===== src/rtl/config_mem_unit.sv =====
// Configuration store: one commit per write_en episode, registered read port, key slot 7.
// Optional write lock via CFGMEM_LOCK_EN (locked tied low when undefined).
module config_mem_unit (
    input  logic        clk,
    input  logic        arst,
    input  logic        write_en,
    input  logic [34:0] configin,
    input  logic [2:0]  rd_addr,
    output logic [31:0] rd_data,
    output logic [1:0]  syskey,
    output logic        wr_done,
    output logic [7:0]  wr_count,
    output logic        locked
);

    typedef enum logic {ARMED, HELD} state_e;

    state_e      state_q, state_d;
    logic        arm_hit;
    logic        commit;
    logic        write_ok;
    logic [2:0]  wr_addr;
    logic [31:0] wr_data;

    logic [31:0] mem_q [8];
    logic [31:0] rd_data_q;
    logic [1:0]  syskey_q;
    logic        wr_done_q;
    logic [7:0]  wr_count_q, wr_count_d;

    assign wr_addr = configin[34:32];
    assign wr_data = configin[31:0];

    always_comb begin
        state_d = state_q;
        arm_hit = 1'b0;
        case (state_q)
            ARMED: begin
                if (write_en) begin
                    state_d = HELD;
                    arm_hit = 1'b1;
                end
            end
            HELD: begin
                if (!write_en) state_d = ARMED;
            end
            default: state_d = ARMED;
        endcase
    end

    always_ff @(posedge clk or posedge arst) begin
        if (arst) state_q <= ARMED;
        else      state_q <= state_d;
    end

`ifdef CFGMEM_LOCK_EN
    logic locked_q;

    // Slot-7 write with bit 31 set completes, then blocks all later writes.
    always_ff @(posedge clk or posedge arst) begin
        if (arst)
            locked_q <= 1'b0;
        else if (commit && wr_addr == 3'd7 && wr_data[31])
            locked_q <= 1'b1;
    end

    assign write_ok = ~locked_q;
    assign locked   = locked_q;
`else
    assign write_ok = 1'b1;
    assign locked   = 1'b0;
`endif

    assign commit = arm_hit & write_ok;

    always_comb begin
        wr_count_d = wr_count_q;
        if (commit && wr_count_q != 8'hFF)
            wr_count_d = wr_count_q + 8'd1;
    end

    always_ff @(posedge clk or posedge arst) begin
        if (arst) begin
            for (int i = 0; i < 8; i++) mem_q[i] <= '0;
            rd_data_q  <= '0;
            syskey_q   <= '0;
            wr_done_q  <= 1'b0;
            wr_count_q <= '0;
        end else begin
            // Read samples pre-write contents: same-slot collisions return old data.
            rd_data_q  <= mem_q[rd_addr];
            wr_done_q  <= commit;
            wr_count_q <= wr_count_d;
            if (commit) begin
                mem_q[wr_addr] <= wr_data;
                if (wr_addr == 3'd7) syskey_q <= wr_data[1:0];
            end
        end
    end

    assign rd_data  = rd_data_q;
    assign syskey   = syskey_q;
    assign wr_done  = wr_done_q;
    assign wr_count = wr_count_q;

endmodule


===== config.mk =====
export PLATFORM = sky130hd
export DESIGN_NAME = config_mem_unit
export DESIGN_NICKNAME = d
export VERILOG_FILES = /design/src/rtl/config_mem_unit.sv
export SDC_FILE = /design/constraint.sdc
export NUM_CORES = 1
export LEC_CHECK = 0
export ABC_AREA = 1
export BUFFER_PORTS_ARGS = -buffer_cell sky130_fd_sc_hd__buf_2
export CAP_MARGIN = 25
export CORE_ASPECT_RATIO = 1.1
export CORE_MARGIN = 2
export CORE_UTILIZATION = 52
export DETAILED_ROUTE_END_ITERATION = 8
export MAX_ROUTING_LAYER = met4
export PLACE_DENSITY = 0.72
export SETUP_SLACK_MARGIN = 0.2
export SYNTH_ARGS = -nofsm -noshare
export SYNTH_HDL_FRONTEND = slang
export SYNTH_SLANG_ARGS = --single-unit

===== constraint.sdc =====
create_clock -name clk -period 10.4 [get_ports clk]
set_input_delay 1.04 -clock clk [delete_from_list [all_inputs] [get_ports clk]]
set_output_delay 1.04 -clock clk [all_outputs]
set_load 0.1 [all_outputs]

## Word-level counts from Yosys, hierarchy flattened

Index checks and enable logic that the tools add are counted.

| storage, ports and cells | value |
|---|---|
| register bits | 300 |
| bits of input ports | 41 |
| word-level logic and storage cells | 32 |

| operators by class | value |
|---|---|
| add/subtract/negate cells | 1 |
| magnitude comparators | 3 |
| equality and inequality tests | 2 |
| mux-type cells | 8 |
| bitwise gates (word level) | 2 |
| reduce and logical (&&, ||, !) cells | 3 |

Operators by type and width:

| operator | number |
|---|---|
| 256-bit bitwise mux | 1 |
| 32-bit binary-select mux with 3-bit select | 1 |
| 32-bit demux with 3-bit select | 1 |
| 32-bit two-way mux | 3 |
| 8-bit by 1-bit adder with 8-bit output, second input constant | 1 |
| 4-bit greater-or-equal comparator, second input constant | 2 |
| 8-bit inequality test, second input constant | 1 |
| 3-bit inverter with 4-bit output | 2 |
| 4-bit by 1-bit less-than comparator with 1-bit output, second input constant | 1 |
| 3-bit equality test, second input constant | 1 |
| 1-bit logical AND | 2 |
| 1-bit two-way mux | 2 |
| 2-bit AND reduction | 1 |

## Depth between registers and ports, before layout

| depth | value |
|---|---|
| word-level depth | 6 |
| mapped depth | 8 |
| gate-level depth less buffers | 8 |

## Worst setup path before layout

OpenSTA, ideal clock, no wires.

| timing | value |
|---|---|
| path type | register -> register |
| start | register wr_count_q[0], in the netlist wr_count[0] |
| end | register wr_count_q[5], in the netlist wr_count[5] |
| setup time | 0.120 ns |
| data arrival time | 1.952 ns |
| required time | 10.280 ns |
| slack | 8.328 ns |
| cell stages (with the launch flop) | 9 |
| buffers on the path | 0 |
| period minus slack after synthesis | 2.072 ns |
| cell sequence | dfrtp_1 > ha_1 > nand3_1 > inv_1 > nand2_1 > nand2_1 > inv_1 > nand2_1 > nand2_1 |

| between the ends | value |
|---|---|
| cells in the longest elaborated chain, start to end | 2 |
| elaborated cells on any way between the ends | 3 |

Ends and longest elaborated chain:

| item | line | source |
|---|---|---|
| from (decl) | 29 | `logic [7:0] wr_count_q, wr_count_d;` |
| from (signal assigned) | 93 | `wr_count_q <= wr_count_d;` |
| branches (longest 2 deep; another with 8-bit by 1-bit adder with 8-bit output) | - |  |

Several ways; the timed one is not identified.
A chain may end at the register's enable or synchronous reset.

## Worst setup path after layout

| timing | value |
|---|---|
| start | register wr_count_q[2], in the netlist wr_count[2] |
| end | output port wr_count[2] |

RTL lines:

| item | line | source |
|---|---|---|
| to (decl) | 12 | `output logic [7:0] wr_count,` |

No word-level cell between the ends.

==> results.py <==
metrics = {
    "setup_path": {
        "worst-endpoint-required_ns": 9.36,
        "cp_cell_sequence": "buf_2",
        "highest_net_fanout_along_the_worst_path": 8,
        "arrival_ns": 1.55,
        "end_kind": "output port",
        "critical_path.startpoint_type": "register",
        "crit_slowest_cell": "dfrtp_1",
        "cpPeakStageDelay_ns": 0.51,
        "worstSetupPathType": "reg -> out",
        "critical-path-top-delay-family": "flip-flops",
        "critPathBufInv": 1,
    },
    "grt": {
        "grt_pass1_wl_um": 50000,
        "grt.met3_usage_pct": 2.85,
        "antenna_found_initial": 0,
        "globalRoute.totalOverflow": 0,
        "global_route_track_usage_on_met1_pct": 32.5,
        "grt_pass1_vias": 9659,
        "grt_util_all_layers_pct": 23.8,
        "grt_busiest_layer": "met2",
        "globalRouteMet2Util_pct": 39.3,
        "grt_start_max_net_pins": 143,
    },
    "synth": {
        "count_of_different_cell_masters_after_synthesis": 28,
        "syn_area_per_cell_um2": 8.44,
        "synth.yosys.seq_area_share_pct": 56.7,
        "synth_area_um2": 13200,
        "synth-main-ff-cell": "dfrtp_1",
        "yosys.area.top_type_share_pct": 56.7,
        "synth_nets": 1612,
        "async_flop_share_pct": 100,
        "synth_edf_count": 0,
        "flops_latches_synth": 300,
        "synthesis.yosys.warnings": 0,
        "netlist_top_cells_area": "dfrtp_1 (57%), nand2_1 (15%), o21ai_0 (9.8%), o211ai_1 (5.4%), inv_1 (4.0%)",
        "netlist_instances": 1570,
        "yosysTopAreaCell": "dfrtp_1",
    },
    "place": {
        "dpl.hpwl_um": 16900,
        "pre_cts_ws_ns": 7.42,
        "port-buffer-count": 83,
        "place.gp.congestion": 0.800,
        "placedCellCount": 1880,
    },
    "finish": {
        "fin_nets": 1642,
        "final_cell_count_no_fill": 1937,
        "share_of_cells_above_drive_strength_1_pct": 9.86,
        "synthToLayoutAreaGrowth_pct": 11.2,
        "num_antenna_cells": 0,
        "layout.filler_cells": 2249,
        "ff_latch_area_um2": 7510,
        "multi_input_comb_area_um2": 4710,
        "final_core_util_pct": 58.5,
    },
    "run_status": {
        "result_of_the_run": "complete, no violations",
    },
    "power": {
        "combinationalPowerShare_pct": 20.9,
        "leakage_power_nw": 7.38,
        "clkPwrFrac_pct": 32.4,
        "internal_power_w": 0.00221,
        "cell_pwr_density_nw_per_um2": 221,
        "irDropWorstVdd_mv": 0.149,
        "switching_power_w": 0.00105,
        "totalPowerFinal_w": 0.00326,
        "seqPwrFrac_pct": 46.7,
        "power_switching_share_pct": 32.2,
    },
    "floorplan": {
        "die-area_um2": 26800,
        "placementRows": 61,
        "core_um2": 25200,
        "top_level_ports": 85,
        "chipWidth_um": 156,
        "start_util_pct": 52.6,
        "die_height_um": 171,
    },
    "detailed_routing": {
        "routedWlPerCell_um": 15.5,
        "drt-pass1-iter-count": 5,
        "drc": 0,
        "ant_nets": 0,
        "vias_per_cell": 5.28,
        "dr.first_iter.drc_count": 690,
        "postRouteWirelength_um": 30000,
        "num_vias": 10200,
    },
    "clock_tree": {
        "cts_max_level": 1,
        "clock_pin_slew_worst_setup_and_hold_paths_ns": 0.06,
        "tritoncts_clock_tree": "done",
        "clk-insertion-delay-late_ns": 0.55,
        "post_cts_resize_count": 0,
        "cts_buffers": 30,
        "postCtsHoldBufs": 0,
        "cell_at_the_root_of_the_clock_tree": "clkbuf_16",
        "postCtsSetupRepairBufs": 0,
        "clk_path_buf_depth": 3,
        "cts.sink_count": 300,
    },
    "timing": {
        "grt_setup_unrepaired": "no",
        "timing_worst_slew_pin_value_ns": 0.899,
        "timing.clock.skew_ns": 0.0219,
        "fin_crit_share_pct": 24.9,
        "clock.fmax_ghz": 0.386,
        "timing.final.ws_setup_ns": 7.81,
        "max_slew_margin_pct": 40.1,
        "setup_viol": 0,
        "final-max-slew-violation-count": 0,
        "finalSetupTns_ns": 0,
        "final_report_hold_violation_count": 0,
        "min_cycle_time_layout_ns": 2.59,
    },
    "worst_hold_path": {
        "worst_hold_path_type": "in -> async",
    },
    "run": {
        "cap_violations": 0,
    },
}
-- final cells by class --
cell class                      instances  area share [%]
Sequential cell                       300            51.0
Multi-Input combinational cell       1026            32.0
Tap cell                              315            2.68
Inverter                              143            3.70
Clock inverter                         11           0.731
Clock buffer                           43            5.78
Timing Repair Buffer                   99            4.19
-- cell families (layout without fill, tap and decap cells) --
| kind of cell | Yosys count | in the layout | share of synthesized area, % |
|---|---|---|---|
| DFF | 300 | 300 | 56.7 |
| and+or+nand+nor | 635 | 635 | 18.8 |
| other | 1 | 1 | 0.0283 |
| buffers and inverters | 244 | 296 | 7.83 |
| adders and majority gates | 1 | 1 | 0.0945 |
| AOI/OAI and AO/OA | 387 | 387 | 16.5 |
| xor gates and xnor gates | 2 | 2 | 0.132 |
-- cells in the final DEF (no fill, tap or decap), drive strengths merged --
cell type	synthesis	layout
a21o	1	1
a21oi	1	1
buf	67	99
bufinv	0	2
clkbuf	34	43
clkinv	0	8
clkinvlp	0	1
conb	1	1
dfrtp	300	300
ha	1	1
inv	143	143
nand2	546	546
nand3	11	11
nand4	1	1
nor2	77	77
o211ai	96	96
o21ai	289	289
xnor2	2	2
-- metal layers --
layer / vias up / routed length (um) / share of wire, %
li1: 5090 / - / -
met5: - / 0 / 0
met2: 218 / 14500 / 48
met1: 4881 / 13600 / 46
met3: 31 / 1380 / 4.6
met4: 0 / 415 / 1.4
-- worst paths after layout --
check	start	end	slack, ns	cells past startpoint
worst max-delay path	wr_count[2]	wr_count[2]	7.81	1
worst min-delay path	arst	mem_q[84]	0.37	2
worst max register to register	state_q	mem_q[35]	8.42	5
worst min register to register	syskey[1]	syskey[1]	0.46	2
max in group asynchronous	arst	mem_q[70]	8.61	5
min in group clk	syskey[1]	syskey[1]	0.46	2
-- synthesized netlist by cell type, types with 2 or more instances --
master	number
o21ai_1	30
nand3_4	2
nor2_1	72
buf_1	2
o211ai_1	96
nand2_1	542
inv_2	2
buf_6	3
inv_1	141
nand2_2	3
buf_2	54
clkbuf_1	33
nand3_1	8
dfrtp_1	300
buf_4	8
nor2_4	3
xnor2_1	2
o21ai_0	259
-- metrics by stage --
| step | hold slack (ns) | cell area (um^2) |
|---|---|---|
| 5_1_grt | 0.358 | 14700 |
| 4_1_cts | 0.474 | 14600 |
| 3_5_place_dp | 0.458 | 13700 |
| 6_report | 0.373 | 14700 |
| 3_3_place_gp | 0.461 | 13700 |
| 2_1_floorplan | 0.448 | 13200 |
-- power by group through the flow --
| stage | sequential, W | combinational, W | clock [W] |
|---|---|---|---|
| after floorplan | 0.00173 | 0.000347 | 0 |
| after global placement | 0.00153 | 0.000665 | 0 |
| after detailed placement | 0.00154 | 0.000681 | 0 |
| after CTS | 0.00152 | 0.000686 | 0.00107 |
| after global routing | 0.00155 | 0.000768 | 0.00113 |
| final | 0.00152 | 0.000683 | 0.00106 |
-- state kept, by name (all words and copies together) (netlist names) --
name / flops
syskey: 2
rd_data: 32
mem_q: 256
wr_done: 1
state_q: 1
wr_count: 8
No activity file was read; power rests on OpenSTA's default activity.
